$ cat config.mk
export PLATFORM = sky130hd
export DESIGN_NAME = pipe_hazard_ctrl_flat
export DESIGN_NICKNAME = d
export VERILOG_FILES = /design/src/rtl/pipe_hazard_ctrl_pkg.sv /design/src/rtl/pipe_hazard_ctrl_if.sv /design/src/rtl/pipe_hazard_ctrl_watchdog.sv /design/src/rtl/pipe_hazard_ctrl.sv /design/src/flat_wrapper.sv
export SDC_FILE = /design/constraint.sdc
export NUM_CORES = 1
export LEC_CHECK = 0
export CAP_MARGIN = 25
export CORE_UTILIZATION = 42
export CTS_CLUSTER_DIAMETER = 60
export DETAILED_ROUTE_END_ITERATION = 16
export PLACE_DENSITY = 0.86
export SYNTH_ARGS = -nofsm -noshare
export SYNTH_HDL_FRONTEND = slang
export SYNTH_SLANG_ARGS = --single-unit
export TNS_END_PERCENT = 5
$ cat constraint.sdc
create_clock -name clk -period 2.7 [get_ports clk]
set_input_delay 0.405 -clock clk [delete_from_list [all_inputs] [get_ports clk]]
set_output_delay 0.405 -clock clk [all_outputs]
set_load 0.01 [all_outputs]
$ cat src/rtl/pipe_hazard_ctrl_pkg.sv
// Shared RV32I pipeline definitions: instruction-class bit positions,
// the data-memory watchdog state type and the x0 register index.
package rv32_pkg;

    localparam int unsigned CLASS_W    = 9;
    localparam int unsigned CLS_R      = 8;
    localparam int unsigned CLS_I      = 7;
    localparam int unsigned CLS_LOAD   = 6;
    localparam int unsigned CLS_STORE  = 5;
    localparam int unsigned CLS_BRANCH = 4;
    localparam int unsigned CLS_JAL    = 3;
    localparam int unsigned CLS_JALR   = 2;
    localparam int unsigned CLS_LUI    = 1;
    localparam int unsigned CLS_AUIPC  = 0;

    typedef enum logic {
        RUN      = 1'b0,
        MEM_WAIT = 1'b1
    } wd_state_e;

    localparam logic [4:0] REG_X0 = 5'd0;

endpackage

$ cat src/rtl/pipe_hazard_ctrl_if.sv
// Pipeline-facing signal bundle of the hazard controller: ID-stage decode,
// EX redirect, data-memory handshake and the per-stage control outputs.
interface pipe_hazard_ctrl_if;
    import rv32_pkg::*;

    logic               id_valid;
    logic [CLASS_W-1:0] id_class;
    logic [4:0]         id_rs1;
    logic [4:0]         id_rs2;
    logic [4:0]         id_rd;
    logic               ex_redirect;
    logic               dmem_ready;

    logic               dmem_req;
    logic               stall_if;
    logic               stall_id;
    logic               stall_ex;
    logic               stall_mem;
    logic               flush_id;
    logic               flush_ex;
    logic               bubble_ex;
    logic               mem_err;

    modport master (
        output id_valid, id_class, id_rs1, id_rs2, id_rd, ex_redirect, dmem_ready,
        input  dmem_req, stall_if, stall_id, stall_ex, stall_mem,
               flush_id, flush_ex, bubble_ex, mem_err
    );

    modport slave (
        input  id_valid, id_class, id_rs1, id_rs2, id_rd, ex_redirect, dmem_ready,
        output dmem_req, stall_if, stall_id, stall_ex, stall_mem,
               flush_id, flush_ex, bubble_ex, mem_err
    );

endinterface

$ cat src/rtl/pipe_hazard_ctrl_watchdog.sv
// Data-memory wait tracker: RUN/MEM_WAIT FSM with a wait-cycle counter that
// produces the pipeline freeze and a one-cycle timeout pulse.
module hazard_mem_watchdog
    import rv32_pkg::*;
#(
    parameter int unsigned MEM_TIMEOUT = 16
) (
    input  logic clk,
    input  logic rst,
    input  logic i_dmem_req,
    input  logic i_dmem_ready,
    output logic o_freeze,
    output logic o_mem_err
);

    localparam int unsigned        CNT_BITS = $clog2(MEM_TIMEOUT + 1);
    localparam logic [CNT_BITS-1:0] LAST    = CNT_BITS'(MEM_TIMEOUT - 1);

    wd_state_e           r_state;
    logic [CNT_BITS-1:0] r_cnt;
    logic                w_freeze;
    logic                w_timeout;

    // r_cnt holds the number of wait cycles already elapsed, so the first
    // frozen cycle (still in RUN) sees 0 and the timeout lands on wait cycle MEM_TIMEOUT.
    assign w_freeze  = i_dmem_req & ~i_dmem_ready;
    assign w_timeout = w_freeze & (r_cnt == LAST);

    always_ff @(posedge clk) begin
        if (rst) begin
            r_state <= RUN;
            r_cnt   <= '0;
        end else begin
            unique case (r_state)
                RUN: begin
                    if (w_freeze && !w_timeout) begin
                        r_state <= MEM_WAIT;
                        r_cnt   <= r_cnt + 1'b1;
                    end else begin
                        r_cnt   <= '0;
                    end
                end
                MEM_WAIT: begin
                    if (!w_freeze || w_timeout) begin
                        r_state <= RUN;
                        r_cnt   <= '0;
                    end else begin
                        r_cnt   <= r_cnt + 1'b1;
                    end
                end
                default: begin
                    r_state <= RUN;
                    r_cnt   <= '0;
                end
            endcase
        end
    end

    assign o_freeze  = w_freeze;
    assign o_mem_err = w_timeout;

endmodule

$ cat src/rtl/pipe_hazard_ctrl.sv
// Hazard/sequencing controller for the 5-stage RV32I pipeline.
// Optional performance counters enabled by defining PIPE_HAZARD_PERF_EN.
module pipe_hazard_ctrl
    import rv32_pkg::*;
#(
    parameter int unsigned MEM_TIMEOUT = 16,
    parameter int unsigned CNT_W       = 32
) (
    input  logic             clk,
    input  logic             rst,
    pipe_hazard_ctrl_if.slave bus
`ifdef PIPE_HAZARD_PERF_EN
    ,
    output logic [CNT_W-1:0] perf_stall_cnt,
    output logic [CNT_W-1:0] perf_flush_cnt
`endif
);

    logic       r_ex_v;
    logic       r_ex_ld;
    logic       r_ex_st;
    logic [4:0] r_ex_rd;
    logic       r_mem_v;
    logic       r_mem_memop;

    logic w_is_load, w_is_store;
    logic w_uses_rs1, w_uses_rs2;
    logic w_lu, w_dmem_req, w_freeze, w_mem_err;
    logic w_flush, w_bubble, w_ex_v_next;
    logic w_unused_cls;

    logic w_stall_if, w_stall_id, w_stall_ex, w_stall_mem;
    logic w_flush_id, w_flush_ex, w_bubble_ex, w_dmem_req_o, w_mem_err_o;

    assign w_is_load  = bus.id_class[CLS_LOAD];
    assign w_is_store = bus.id_class[CLS_STORE];
    assign w_uses_rs1 = ~(bus.id_class[CLS_LUI] | bus.id_class[CLS_AUIPC] | bus.id_class[CLS_JAL]);
    assign w_uses_rs2 = bus.id_class[CLS_R] | bus.id_class[CLS_STORE] | bus.id_class[CLS_BRANCH];
    assign w_unused_cls = bus.id_class[CLS_I] ^ bus.id_class[CLS_JALR];

    assign w_lu = bus.id_valid & r_ex_v & r_ex_ld & (r_ex_rd != REG_X0) &
                  ((w_uses_rs1 & (bus.id_rs1 == r_ex_rd)) |
                   (w_uses_rs2 & (bus.id_rs2 == r_ex_rd)));

    assign w_dmem_req = r_mem_v & r_mem_memop;

    hazard_mem_watchdog #(
        .MEM_TIMEOUT (MEM_TIMEOUT)
    ) u_watchdog (
        .clk          (clk),
        .rst          (rst),
        .i_dmem_req   (w_dmem_req),
        .i_dmem_ready (bus.dmem_ready),
        .o_freeze     (w_freeze),
        .o_mem_err    (w_mem_err)
    );

    // Redirect outranks the load-use stall; freeze outranks both.
    assign w_flush     = ~w_freeze & bus.ex_redirect;
    assign w_bubble    = ~w_freeze & ~bus.ex_redirect & w_lu;
    assign w_ex_v_next = bus.id_valid & ~(w_bubble | w_flush);

    always_comb begin
        w_dmem_req_o = 1'b0;
        w_stall_if   = 1'b0;
        w_stall_id   = 1'b0;
        w_stall_ex   = 1'b0;
        w_stall_mem  = 1'b0;
        w_flush_id   = 1'b0;
        w_flush_ex   = 1'b0;
        w_bubble_ex  = 1'b0;
        w_mem_err_o  = 1'b0;
        if (!rst) begin
            w_dmem_req_o = w_dmem_req;
            w_mem_err_o  = w_mem_err;
            if (w_freeze) begin
                w_stall_if  = 1'b1;
                w_stall_id  = 1'b1;
                w_stall_ex  = 1'b1;
                w_stall_mem = 1'b1;
            end else if (w_flush) begin
                w_flush_id = 1'b1;
                w_flush_ex = 1'b1;
            end else if (w_bubble) begin
                w_stall_if  = 1'b1;
                w_stall_id  = 1'b1;
                w_bubble_ex = 1'b1;
            end
        end
    end

    always_ff @(posedge clk) begin
        if (rst) begin
            r_ex_v      <= 1'b0;
            r_ex_ld     <= 1'b0;
            r_ex_st     <= 1'b0;
            r_ex_rd     <= REG_X0;
            r_mem_v     <= 1'b0;
            r_mem_memop <= 1'b0;
        end else if (w_freeze) begin
            // A timed-out access is abandoned so the freeze ends next cycle.
            if (w_mem_err) begin
                r_mem_v <= 1'b0;
            end
        end else begin
            r_ex_v      <= w_ex_v_next;
            r_ex_ld     <= w_is_load & w_ex_v_next;
            r_ex_st     <= w_is_store & w_ex_v_next;
            r_ex_rd     <= bus.id_rd;
            r_mem_v     <= r_ex_v & ~w_flush;
            r_mem_memop <= r_ex_ld | r_ex_st;
        end
    end

    assign bus.dmem_req  = w_dmem_req_o;
    assign bus.stall_if  = w_stall_if;
    assign bus.stall_id  = w_stall_id;
    assign bus.stall_ex  = w_stall_ex;
    assign bus.stall_mem = w_stall_mem;
    assign bus.flush_id  = w_flush_id;
    assign bus.flush_ex  = w_flush_ex;
    assign bus.bubble_ex = w_bubble_ex;
    assign bus.mem_err   = w_mem_err_o;

`ifdef PIPE_HAZARD_PERF_EN
    logic [CNT_W-1:0] r_stall_cnt;
    logic [CNT_W-1:0] r_flush_cnt;

    always_ff @(posedge clk) begin
        if (rst) begin
            r_stall_cnt <= '0;
            r_flush_cnt <= '0;
        end else begin
            if (w_stall_if && (r_stall_cnt != '1)) begin
                r_stall_cnt <= r_stall_cnt + 1'b1;
            end
            if (w_flush_id && (r_flush_cnt != '1)) begin
                r_flush_cnt <= r_flush_cnt + 1'b1;
            end
        end
    end

    assign perf_stall_cnt = r_stall_cnt;
    assign perf_flush_cnt = r_flush_cnt;
`endif

endmodule
$ cat src/flat_wrapper.sv
// flat-port wrapper written by rule: the top's interface ports become plain ports
module pipe_hazard_ctrl_flat import rv32_pkg::*;
#(
    parameter int unsigned MEM_TIMEOUT = 16,
    parameter int unsigned CNT_W       = 32
)
  (clk, rst, bus_id_valid, bus_id_class, bus_id_rs1, bus_id_rs2, bus_id_rd, bus_ex_redirect, bus_dmem_ready, bus_dmem_req, bus_stall_if, bus_stall_id, bus_stall_ex, bus_stall_mem, bus_flush_id, bus_flush_ex, bus_bubble_ex, bus_mem_err);
  pipe_hazard_ctrl_if bus_i ();
  input  logic clk;
  input  logic rst;
  input wire logic [$bits(bus_i.id_valid)-1:0] bus_id_valid;
  input wire logic [$bits(bus_i.id_class)-1:0] bus_id_class;
  input wire logic [$bits(bus_i.id_rs1)-1:0] bus_id_rs1;
  input wire logic [$bits(bus_i.id_rs2)-1:0] bus_id_rs2;
  input wire logic [$bits(bus_i.id_rd)-1:0] bus_id_rd;
  input wire logic [$bits(bus_i.ex_redirect)-1:0] bus_ex_redirect;
  input wire logic [$bits(bus_i.dmem_ready)-1:0] bus_dmem_ready;
  output wire logic [$bits(bus_i.dmem_req)-1:0] bus_dmem_req;
  output wire logic [$bits(bus_i.stall_if)-1:0] bus_stall_if;
  output wire logic [$bits(bus_i.stall_id)-1:0] bus_stall_id;
  output wire logic [$bits(bus_i.stall_ex)-1:0] bus_stall_ex;
  output wire logic [$bits(bus_i.stall_mem)-1:0] bus_stall_mem;
  output wire logic [$bits(bus_i.flush_id)-1:0] bus_flush_id;
  output wire logic [$bits(bus_i.flush_ex)-1:0] bus_flush_ex;
  output wire logic [$bits(bus_i.bubble_ex)-1:0] bus_bubble_ex;
  output wire logic [$bits(bus_i.mem_err)-1:0] bus_mem_err;
  assign bus_i.id_valid = bus_id_valid;
  assign bus_i.id_class = bus_id_class;
  assign bus_i.id_rs1 = bus_id_rs1;
  assign bus_i.id_rs2 = bus_id_rs2;
  assign bus_i.id_rd = bus_id_rd;
  assign bus_i.ex_redirect = bus_ex_redirect;
  assign bus_i.dmem_ready = bus_dmem_ready;
  assign bus_dmem_req = bus_i.dmem_req;
  assign bus_stall_if = bus_i.stall_if;
  assign bus_stall_id = bus_i.stall_id;
  assign bus_stall_ex = bus_i.stall_ex;
  assign bus_stall_mem = bus_i.stall_mem;
  assign bus_flush_id = bus_i.flush_id;
  assign bus_flush_ex = bus_i.flush_ex;
  assign bus_bubble_ex = bus_i.bubble_ex;
  assign bus_mem_err = bus_i.mem_err;
  pipe_hazard_ctrl #(.MEM_TIMEOUT(MEM_TIMEOUT), .CNT_W(CNT_W)) u_core (.clk(clk), .rst(rst), .bus(bus_i));
endmodule
# --- After elaboration in Yosys (flattened, before gate mapping) ---
# Cells that the tools add are included.
classes:
  add_sub_neg: 1
  n_eq_ne: 4
  n_mux: 21
  bitwise: 30
  reduce_logical: 5
op_table:
  columns: ["op", "count"]
  rows:
  - ["2-to-1 mux 1 bit", 17]
  - ["bitwise AND 1 bit", 16]
  - ["== test 5 bit", 2]
  - ["2-to-1 mux 5 bit", 2]
  - ["case mux 5 bit (2 select lines)", 1]
  - ["inverter 1 bit", 7]
  - ["OR 1 bit", 7]
  - ["adder 5 x 1 -> 5 bit, second input constant", 1]
  - ["== test 5 x 4 -> 1 bit, second input constant", 1]
  - ["nonzero test 5 bit", 1]
  - ["logical NOT 1 bit", 2]
  - ["inequality test 2 x 1 -> 1 bit, second input constant", 1]
  - ["case mux 1 bit (2 select lines)", 1]
  - ["logical AND 1 bit", 1]
  - ["logical OR 1 bit", 1]
totals:
  regBits: 16
  wordCells: 69

# --- Logic depth before layout (Yosys ltp) ---
# Gate-level depths: netlist of run 1.
logic_depth:
  ltp_word: 11
  depth_mapped: 6

# --- Hierarchy ---
# Synthesis of run 1 repeated with hierarchy kept, for this count alone.
hier_totals:
  cells_unflattened: 91
  area_unflattened_um2: 838.3
modules_own_cells:
  columns: ["mod", "seq_area_each_um2", "area_each_um2", "cells_per_inst", "instances"]
  rows:
  - ["pipe_hazard_ctrl", 200.2, 620.6, 69, 1]
  - ["hazard_mem_watchdog", 100.1, 217.7, 22, 1]

# --- Least setup slack after synthesis of run 1 ---
# Ideal clock, no wire load.
synth_path:
  path_kind: "flip-flop to output port"
  from: "reg u_core.r_ex_rd[4]"
  to: "out bus_stall_if"
  required_time_ps: 2295
  setup_slack_ps: 754
  path_buffers: 1
  path_stages_with_launch: 6
  arrival_time_ps: 1541
  cell_sequence: "dfxtp_1 > or4_1 > o2111ai_2 > inv_2 > a31o_1 > buf_4"
synth_between:
  elab_chain_len: 9
  word_cells_on_any_way: 13
synth_lines:
  columns: ["element", "line", "source"]
  rows:
  - ["from (decl)", "pipe_hazard_ctrl.sv:22", "logic [4:0] r_ex_rd;"]
  - ["from (signal assigned)", "pipe_hazard_ctrl.sv:109", "r_ex_rd <= bus.id_rd;"]
  - ["== test 5 bit (on tied branches)", "pipe_hazard_ctrl.sv:42, pipe_hazard_ctrl.sv:43", null]
  - ["bitwise AND 1 bit (on tied branches)", "pipe_hazard_ctrl.sv:42, pipe_hazard_ctrl.sv:43", null]
  - ["OR 1 bit", "pipe_hazard_ctrl.sv:42", "((w_uses_rs1 & (bus.id_rs1 == r_ex_rd)) |"]
  - ["bitwise AND 1 bit (*)", "pipe_hazard_ctrl.sv:41", "assign w_lu = bus.id_valid & r_ex_v & r_ex_ld & (r_ex_rd != REG_X0) &"]
  - ["bitwise AND 1 bit (*)", "pipe_hazard_ctrl.sv:60", "assign w_bubble = ~w_freeze & ~bus.ex_redirect & w_lu;"]
  - ["2-to-1 mux 1 bit (*) (4 in a row)", null, null]
  - ["to (decl)", "flat_wrapper.sv:19", "output wire logic [$bits(bus_i.stall_if)-1:0] bus_stall_if;"]
# Every way passes the cells marked *; elsewhere a longest branch is shown, timed or not.

# --- Worst setup path after layout of run 1 ---
layout_path:
  from: "in bus_id_rs1[3]"
  to: "out bus_stall_if"
layout_between:
  elab_chain_len: 9
layout_lines:
  columns: ["element", "line", "source"]
  rows:
  - ["from (decl)", "flat_wrapper.sv:13", "input wire logic [$bits(bus_i.id_rs1)-1:0] bus_id_rs1;"]
  - ["== test 5 bit", "pipe_hazard_ctrl.sv:42", null]
  - ["bitwise AND 1 bit", "pipe_hazard_ctrl.sv:42", null]
  - ["OR 1 bit", "pipe_hazard_ctrl.sv:42", null]
  - ["bitwise AND 1 bit", "pipe_hazard_ctrl.sv:41", null]
  - ["bitwise AND 1 bit", "pipe_hazard_ctrl.sv:60", null]
  - ["2-to-1 mux 1 bit", "pipe_hazard_ctrl.sv:84", "end else if (w_bubble) begin"]
  - ["2-to-1 mux 1 bit", "pipe_hazard_ctrl.sv:81", "end else if (w_flush) begin"]
  - ["2-to-1 mux 1 bit", "pipe_hazard_ctrl.sv:76", "if (w_freeze) begin"]
  - ["2-to-1 mux 1 bit", "pipe_hazard_ctrl.sv:73", "if (!rst) begin"]
# No other way between the ends.

==> run summary, run 1 <==
Most frequent cells after synthesis: 15 x dfxtp_1, 11 x nor2_1, 10 x xnor2_1
Max Buffers Root-to-Sink: 2
Switching Share: 22.3%
Initial Utilization: 44.9%
CTS root buf: clkbuf_4
Clock Skews: 3.31 ps
Clk slew on worst S/H paths: 80 ps
Worst VDD drop: 270 uV
Core area: 1730 um2
Worst setup EP type: output port
Min-delay src: u_core.u_watchdog.r_cnt[0]
CTS tree: done
CP max FO: 5
Crit path DAT: 2060 ps
ANT cells: 0
Worst slew pin tran: 430 ps
GRT Total Usage: 20.1%
Reg2reg path depth: 4
Hold Path Class: reg2reg
Fill cells: 138
Crit Path Class: in2out
Post-route insts no fill: 150
Post-synth net total: 116
Routability cong.: 0.720
Die span in y: 45.0 um
DRT Pass-1 Iters: 4
Sequential share of power: 54.0%
PortBufs: 35
Primary FF master, synth: dfxtp_1
Fmax: 406 MHz
Synth area leaders: dfxtp_1 39%, xnor2_1 11%, mux2i_1 6.5%
RR Endpoint: u_core.r_ex_st
Power density cells: 370 nW/um2
Final hold violations: 0
Vias: 754
Vias per cell: 5.03
EDFF count, synth: 0
Maximum Capacitance Violations: 0
Worst hold margin: 451 ps
Int Power: 0.343 mW
Part of the cycle the worst path needs: 91.3%
Post-DP HPWL: 1.44 mm
Drc violations: 0
FFs w/ async S/R, synth: 0%
Syn Inst Count: 85
Critical Path RT: 2300 ps
Syn Std Cell Area: 776 um2
CTS buffer count: 3
Setup WS pre-CTS: -33.9 ps
Clk_lat worst skew: 270 ps
P&R area growth vs syn: 53.9%
Final wirelength: 1.80 mm
Num Clock Sinks: 15
Syn avg cell area: 9.13 um2
Final WS setup: 235 ps
Nets: 157
Total negative slack: 0 ps
Vias in the first global route: 763
Sequential fraction of the synthesis area: 38.7%
Reg-to-reg setup timing slack: 1180 ps
Comb power frac: 18.7%
Antenna violation net count after detailed routing: 0
Gr ovfl total: 0
Fin util: 69.1%
CTS HTree Levels: 1
Die area: 2020 um2
Horiz. Die Dim: 45.0 um
Reg2reg start: u_core.r_ex_rd[4]
Antenna violations before repair: 0
Status: finished, final reports clean
Initial drt markers: 12
Clock share of power: 27.4%
Final Slew Violations: 0
Netlist cell types: 30
Final min period: 2460 ps
Count leader, synth: dfxtp_1
Row count: 15
Max-slew headroom: 71.3%
Register bit total from synthesis: 15
CP Launch Type: input pin
Area leader, netlist: dfxtp_1
Worst Setup SP: bus_id_rs1[3]
First-pass GRT wire length: 3.04 mm
Routed len/inst: 12.0 um
Yosys warnings: 0
RSZ-0062 raised after global routing: false
Setup crit end: bus_stall_if
Yosys top cell area share: 38.7%
Sw power: 0.0982 mW
Setup violators final: 0
Leakage: 0.468 nW
Share of cells above drive strength 1: 10.4%
I/O pin total: 38
Hold depth: 1
Largest net degree at the start of global routing: 9
Placed cells: 146
-- power groups by stage --
stage | combinational (mW) | clock (mW) | sequential, mW
floorplan | 0.0317 | 0 | 0.241
global placement | 0.0803 | 0 | 0.242
detailed placement | 0.0822 | 0 | 0.243
CTS | 0.0831 | 0.128 | 0.238
global route | 0.0898 | 0.137 | 0.240
finish | 0.0823 | 0.121 | 0.238
-- per-layer routing --
metal / vias to the layer above / wire length [um] / global-route usage [%]
met2: 34 / 848 / 38.0
met5: - / 0 / 0
met4: 0 / 0 / 3.64
li1: 376 / - / -
met1: 344 / 806 / 22.9
met3: 0 / 147 / 4.80
-- cells by family after synthesis --
kind of cell / share of synthesized area (%)
simple gates: 22.6
flops: 38.7
xor+xnor: 13.5
compound gates: 10.0
buf+inv: 5.48
mux: 6.45
fa+ha+maj: 3.23
-- worst min path at each step --
stage                                      end  slack (ps)
global route        u_core.u_watchdog.r_cnt[0]         490
CTS                 u_core.u_watchdog.r_cnt[0]         460
global placement    u_core.u_watchdog.r_cnt[0]         430
floorplan           u_core.u_watchdog.r_cnt[0]         420
detailed placement  u_core.u_watchdog.r_cnt[0]         440
finish              u_core.u_watchdog.r_cnt[0]         450
-- per-stage QoR --
stage               power, mW  instance area [um2]
global placement        0.323                 1170
finish                  0.441                 1190
global route            0.467                 1190
detailed placement      0.325                 1170
floorplan               0.272                  776
CTS                     0.449                 1190
-- state kept, by name (all words and copies together), names as in the netlist --
| signal | flops |
|---|---|
| u_core.r_ex_ld | 1 |
| u_core.r_ex_rd | 5 |
| u_core.r_ex_st | 1 |
| u_core.r_ex_v | 1 |
| u_core.r_mem_memop | 1 |
| u_core.r_mem_v | 1 |
| u_core.u_watchdog.r_cnt | 5 |
-- cells in the final DEF, fill, tap and decap left out, types with 2 or more instances in the layout --
master | Yosys | layout
xor2_1 | 2 | 2
nand4_1 | 2 | 2
buf_4 | 3 | 6
nor2_1 | 11 | 11
or4_1 | 2 | 2
nor3_1 | 3 | 3
xnor2_1 | 10 | 10
inv_1 | 2 | 2
nand2_1 | 6 | 6
mux2i_1 | 5 | 5
a32oi_1 | 2 | 2
o21ai_0 | 3 | 3
dfxtp_1 | 15 | 15
ha_1 | 2 | 2
and2_1 | 2 | 2
clkdlybuf4s50_1 | 0 | 32
clkbuf_4 | 0 | 3
dlygate4sd2_1 | 0 | 3
-- layout make-up --
class                      count  area, um2  area share (%)
multi-input combinational     62        433            36.3
timing repair buffer          41        392            32.8
sequential                    15        300            25.2
tap                           25       31.3            2.62
clock buffer                   4       26.3            2.20
inverter                       3       11.3           0.943
-- critical path: stages --
cell             delay (ps)
clkdlybuf4s50_1         410
xor2_1                  140
or4_1                   390
o22ai_1                 130
buf_4                   160
a31o_1                  150
dlygate4sd2_1           270
-- what timing repair did --
action,4_1_cts,5_1_grt
endpoints found under the hold margin,0,0
resized for setup,3,0
setup endpoints to repair,3,0
hold buffers,0,0
setup buffers,0,0
No activity file was read; power rests on OpenSTA's default activity.
==> inputs of run 2 (changes only) <==
Settings changed: CAP_MARGIN 25 to unset, CORE_UTILIZATION 42 to 35, PLACE_DENSITY 0.86 to 0.74.
Clock period 2.7 ns to 2.96 ns, I/O delays scaled along.
==> run summary, run 2 (synthesis results as in run 1) <==
First-pass GRT wire length: 3.08 mm
CTS HTree Levels: 1
Slowest stage cell, crit path: clkdlybuf4s50_1
Die area: 2410 um2
DRT Pass-1 Iters: 4
Vias: 715
Placed cells: 146
RSZ-0062 raised after global routing: false
Total negative slack: 0 ps
Final Slew Violations: 0
CTS root buf: clkbuf_4
CTS tree: done
Status: finished, final reports clean
ANT cells: 0
Top Registers: u_core.r_ex_rd: 5 flops, u_core.u_watchdog.r_cnt: 5 flops
Clk_lat worst skew: 260 ps
CP Launch Type: input pin
Gr ovfl total: 0
Share of cells above drive strength 1: 8.94%
Worst setup EP type: output port
CP most frequent cell: clkdlybuf4s50_1
Crit Path Class: in2out
Leakage: 0.443 nW
Max Buffers Root-to-Sink: 2
P&R area growth vs syn: 52.7%
Vias per cell: 4.77
Fmax: 354 MHz
Vias in the first global route: 736
Worst path bufs/invs: 3
Initial drt markers: 13
Power density cells: 336 nW/um2
Clock Skews: 2.48 ps
Antenna violations before repair: 0
Most frequent cells in the layout: 35 x clkdlybuf4s50_1, 15 x dfxtp_1, 11 x nor2_1, 10 x xnor2_1, 6 x nand2_1
Final wirelength: 1.69 mm
CP Cell Sequence: clkdlybuf4s50_1 -> xor2_1 -> or4_1 -> o22ai_1 -> buf_4 -> and3_2 -> clkdlybuf4s50_1
Row count: 16
Initial Utilization: 38.4%
Clk slew on worst S/H paths: 80 ps
Final min period: 2830 ps
Fill cells: 177
Drc violations: 0
CP max FO: 5
GRT Total Usage: 15.7%
Maximum Capacitance Violations: 0
Hold-fix buffers at CTS: 0
Worst VDD drop: 209 uV
Setup Fix Bufs, Post-CTS: 0
Antenna violation net count after detailed routing: 0
Routed len/inst: 11.3 um
Part of the cycle the worst path needs: 95.5%
Routability cong.: 0.847
Max-slew headroom: 70.4%
Crit path DAT: 2380 ps
Final hold violations: 0
Horiz. Die Dim: 49.1 um
Die span in y: 49.1 um
Core area: 2020 um2
Max stage delay on crit path: 530 ps
Critical Path RT: 2520 ps
Largest net degree at the start of global routing: 9
Nets: 155
CP delay by family, top: buffers and inverters
PortBufs: 35
Post-route insts no fill: 150
CTS buffer count: 3
Hold Path Class: reg2reg
I/O pin total: 38
Num Clock Sinks: 15
Resized cells post-CTS: 0
Commonest non-fill, non-tap cell in the layout: clkdlybuf4s50_1
Setup violators final: 0
Post-DP HPWL: 1.39 mm
Worst slew pin tran: 444 ps
==> run 2: report_power, final <==
group / internal [mW] / leakage, nW / switching (mW)
clock: 0.0520 / 0.0150 / 0.0559
sequential: 0.209 / 0.123 / 0.00782
combinational: 0.0506 / 0.305 / 0.0225
total: 0.312 / 0.443 / 0.0862
==> run 2: through the flow <==
stage | hold WS (ps) | area, um2 | total power [mW] | worst slack [ps] | util [%]
CTS | 453 | 1180 | 0.403 | 116 | 58.6
global placement | 431 | 1160 | 0.294 | 151 | 57.3
global route | 463 | 1180 | 0.422 | 45.1 | 58.6
floorplan | 418 | 776 | 0.249 | 971 | -
detailed placement | 440 | 1160 | 0.295 | 117 | 57.3
finish | 448 | 1180 | 0.398 | 132 | 58.6
==> run 2: metal layers <==
layer	share of wire, %	GRT usage [%]	vias up
li1	-	-	373
met2	45	25.3	27
met5	0	0	-
met1	49	22.3	315
met4	0	1.47	0
met3	5.8	2.80	0
==> run 2: path summary, 6_finish.rpt <==
path / from / slack (ps) / depth (start not counted) / end
setup / recovery: bus_id_rs1[3] / 130 / 7 / bus_bubble_ex
hold reg to reg: u_core.u_watchdog.r_cnt[0] / 450 / 1 / u_core.u_watchdog.r_cnt[0]
setup reg to reg: u_core.r_ex_rd[4] / 1470 / 4 / u_core.r_ex_st
hold / removal: u_core.u_watchdog.r_cnt[0] / 450 / 1 / u_core.u_watchdog.r_cnt[0]
==> run 2: final cells by class <==
type / count / area, um2 / area share, %
clock buffer: 4 / 26.3 / 2.22
multi-input combinational: 62 / 433 / 36.5
inverter: 3 / 11.3 / 0.950
timing repair buffer: 39 / 380 / 32.1
tap: 27 / 33.8 / 2.85
sequential: 15 / 300 / 25.3
==> run 2: worst reg2reg max path: stages (launching register included) <==
cell and delay [ps]:
dfxtp_1 350, or4_1 550, o2111ai_2 280, a32oi_1 140, o21ai_0 100
==> inputs of run 3 (changes only) <==
Settings changed: ABC_AREA set to 1, GPL_ROUTABILITY_DRIVEN set to 0, PLACE_DENSITY 0.74 to 0.71, SLEW_MARGIN set to 20.
==> run summary, run 3 <==
Fmax: 365 MHz
Yosys warnings: 0
Final Slew Violations: 0
Reg2reg start: u_core.u_watchdog.r_cnt[0]
Worst VDD drop: 219 uV
Multi-input logic area: 454 um2
Vias: 949
Routed len/inst: 10.6 um
Crit Path Class: in2out
Syn Inst Count: 140
Power density cells: 331 nW/um2
Post-DP HPWL: 1.68 mm
PortBufs: 35
I/O pin total: 38
Row count: 17
Primary FF master, synth: dfxtp_1
Fill cells: 226
Resized cells post-CTS: 0
Hold depth: 1
Setup Fix Bufs, Post-CTS: 0
Count leader, synth: nand2_1
Max Buffers Root-to-Sink: 2
Sequential fraction of the synthesis area: 34.3%
Final hold violations: 0
CTS tree: done
Die area: 2710 um2
Drc violations: 0
Gr ovfl total: 0
Setup violators final: 0
CTS HTree Levels: 1
Largest net degree at the start of global routing: 16
Reg2reg path depth: 6
Design area: 1270 um2
Vias in the first global route: 845
RSZ-0062 raised after global routing: false
DRT Pass-1 Iters: 4
Nets: 208
CP max FO: 5
Clock Skews: 11.7 ps
P&R area growth vs syn: 45.1%
Syn Std Cell Area: 876 um2
Area leader, netlist: dfxtp_1
ANT cells: 0
CTS buffer count: 3
Max-slew headroom: 74.8%
Horiz. Die Dim: 52.0 um
Most frequent cells in the layout: 43 x nand2_1, 35 x clkdlybuf4s50_1, 22 x inv_1, 20 x nor2_1, 15 x dfxtp_1
Reg-to-reg setup timing slack: 1630 ps
Hold Path Class: reg2reg
CP Launch Type: input pin
Vias per cell: 4.65
Leakage: 0.605 nW
Min-delay src: u_core.u_watchdog.r_cnt[0]
Hold EP: u_core.u_watchdog.r_cnt[0]
Sequential Area: 300 um2
Initial Utilization: 38.5%
Core area: 2280 um2
Share of cells above drive strength 1: 7.95%
Antenna violation net count after detailed routing: 0
Register bit total from synthesis: 15
CTS root buf: clkbuf_4
Total negative slack: 0 ps
Final min period: 2740 ps
Syn avg cell area: 6.26 um2
Hold-fix buffers at CTS: 0
Initial drt markers: 23
Antenna violations before repair: 0
Clk slew on worst S/H paths: 100 ps
Netlist cell types: 20
Crit path DAT: 2300 ps
Placed Area: 1240 um2
FFs w/ async S/R, synth: 0%
Worst slew pin tran: 377 ps
Yosys top cell area share: 34.3%
Critical Path RT: 2520 ps
Fin util: 55.9%
Post-synth net total: 171
Clk_lat worst skew: 310 ps
Part of the cycle the worst path needs: 92.5%
Maximum Capacitance Violations: 0
GRT Total Usage: 16.9%
Commonest non-fill, non-tap cell in the layout: nand2_1
Die span in y: 52.0 um
Worst setup EP type: output port
Status: finished, final reports clean
Worst hold margin: 452 ps
First-pass GRT wire length: 3.31 mm
Total power: 0.421 mW
Num Clock Sinks: 15
Synth area leaders: dfxtp_1 34%, nand2_1 18%, inv_1 9.4%
EDFF count, synth: 0
RR Endpoint: u_core.u_watchdog.r_cnt[2]
Top Registers: u_core.r_ex_rd: 5 flops, u_core.u_watchdog.r_cnt: 5 flops
Final wirelength: 2.15 mm
Most frequent cells after synthesis: 43 x nand2_1, 22 x inv_1, 20 x nor2_1
[run 3: cell count changes in the layout (fill, tap and decap cells not counted), sizes merged, moves of 3 or more]
cell   previous run  this run
o21ai             3         7
buf               4         1
mux2i             5         0
xnor2            10         0
inv               3        25
nand2             6        44
nor2             11        23
a21oi             0         7
nand3             1         7
[run 3: worst max-delay path by stage]
stage / from / to / slack (ps) / depth (start not counted)
floorplan: bus_id_class[0] / bus_stall_if / 1090 / 8
global placement: bus_id_rs1[2] / bus_stall_if / 260 / 10
detailed placement: bus_id_rs2[3] / bus_stall_id / 130 / 10
CTS: bus_id_rs2[3] / bus_stall_id / 100 / 10
global route: bus_id_rs2[3] / bus_stall_id / 80 / 10
finish: bus_id_rs1[0] / bus_stall_id / 220 / 10
[run 3: final cells by class]
type | instances | area share, %
Multi-Input combinational cell | 96 | 35.7
Timing Repair Buffer | 36 | 28.1
Sequential cell | 15 | 23.6
Inverter | 25 | 7.38
Tap cell | 28 | 2.76
Clock buffer | 3 | 1.77
Clock inverter | 1 | 0.591
[run 3: through the flow]
stage	std cells	setup WS, ps
final	204	221
after global routing	204	83.9
after CTS	204	105
after detailed placement	200	127
after global placement	200	255
after floorplan	140	1090
[run 3: worst max-delay path, stage by stage]
cell and delay [ps]:
clkdlybuf4s50_1 490, inv_1 50, nand2_1 50, nand2_1 50
nor2_1 110, nand3_1 70, nand2_1 80, nand2_1 120
o21ai_1 240, clkdlybuf4s50_1 590
[run 3: power breakdown]
group          switching [mW]  internal [mW]  total (mW)
logic                  0.0332         0.0470      0.0802
registers             0.00437          0.207       0.212
clock network          0.0769         0.0517       0.129
total                   0.114          0.306       0.421
[run 3: cell families (layout without fill, tap and decap cells)]
group                    count (synthesis)  in the layout  share of synthesized area, %
buffers and inverters                   29             65                          13.9
XOR/XNOR                                 1              1                          1.00
adder cells (fa/ha/maj)                  2              2                          2.86
AO/OA/AOI/OAI                           14             14                          8.86
AND/OR/NAND/NOR                         79             79                          39.1
flip-flops                              15             15                          34.3
[run 3: layer usage]
| layer | routed length, um | track usage [%] | share of wire (%) | vias up |
|---|---|---|---|---|
| met5 | 0 | 0 | 0 | - |
| met1 | 891 | 17.4 | 41 | 410 |
| li1 | - | - | - | 494 |
| met2 | 1050 | 30.6 | 49 | 36 |
| met4 | 65 | 10.8 | 3.0 | 0 |
| met3 | 150 | 3.22 | 7.0 | 9 |
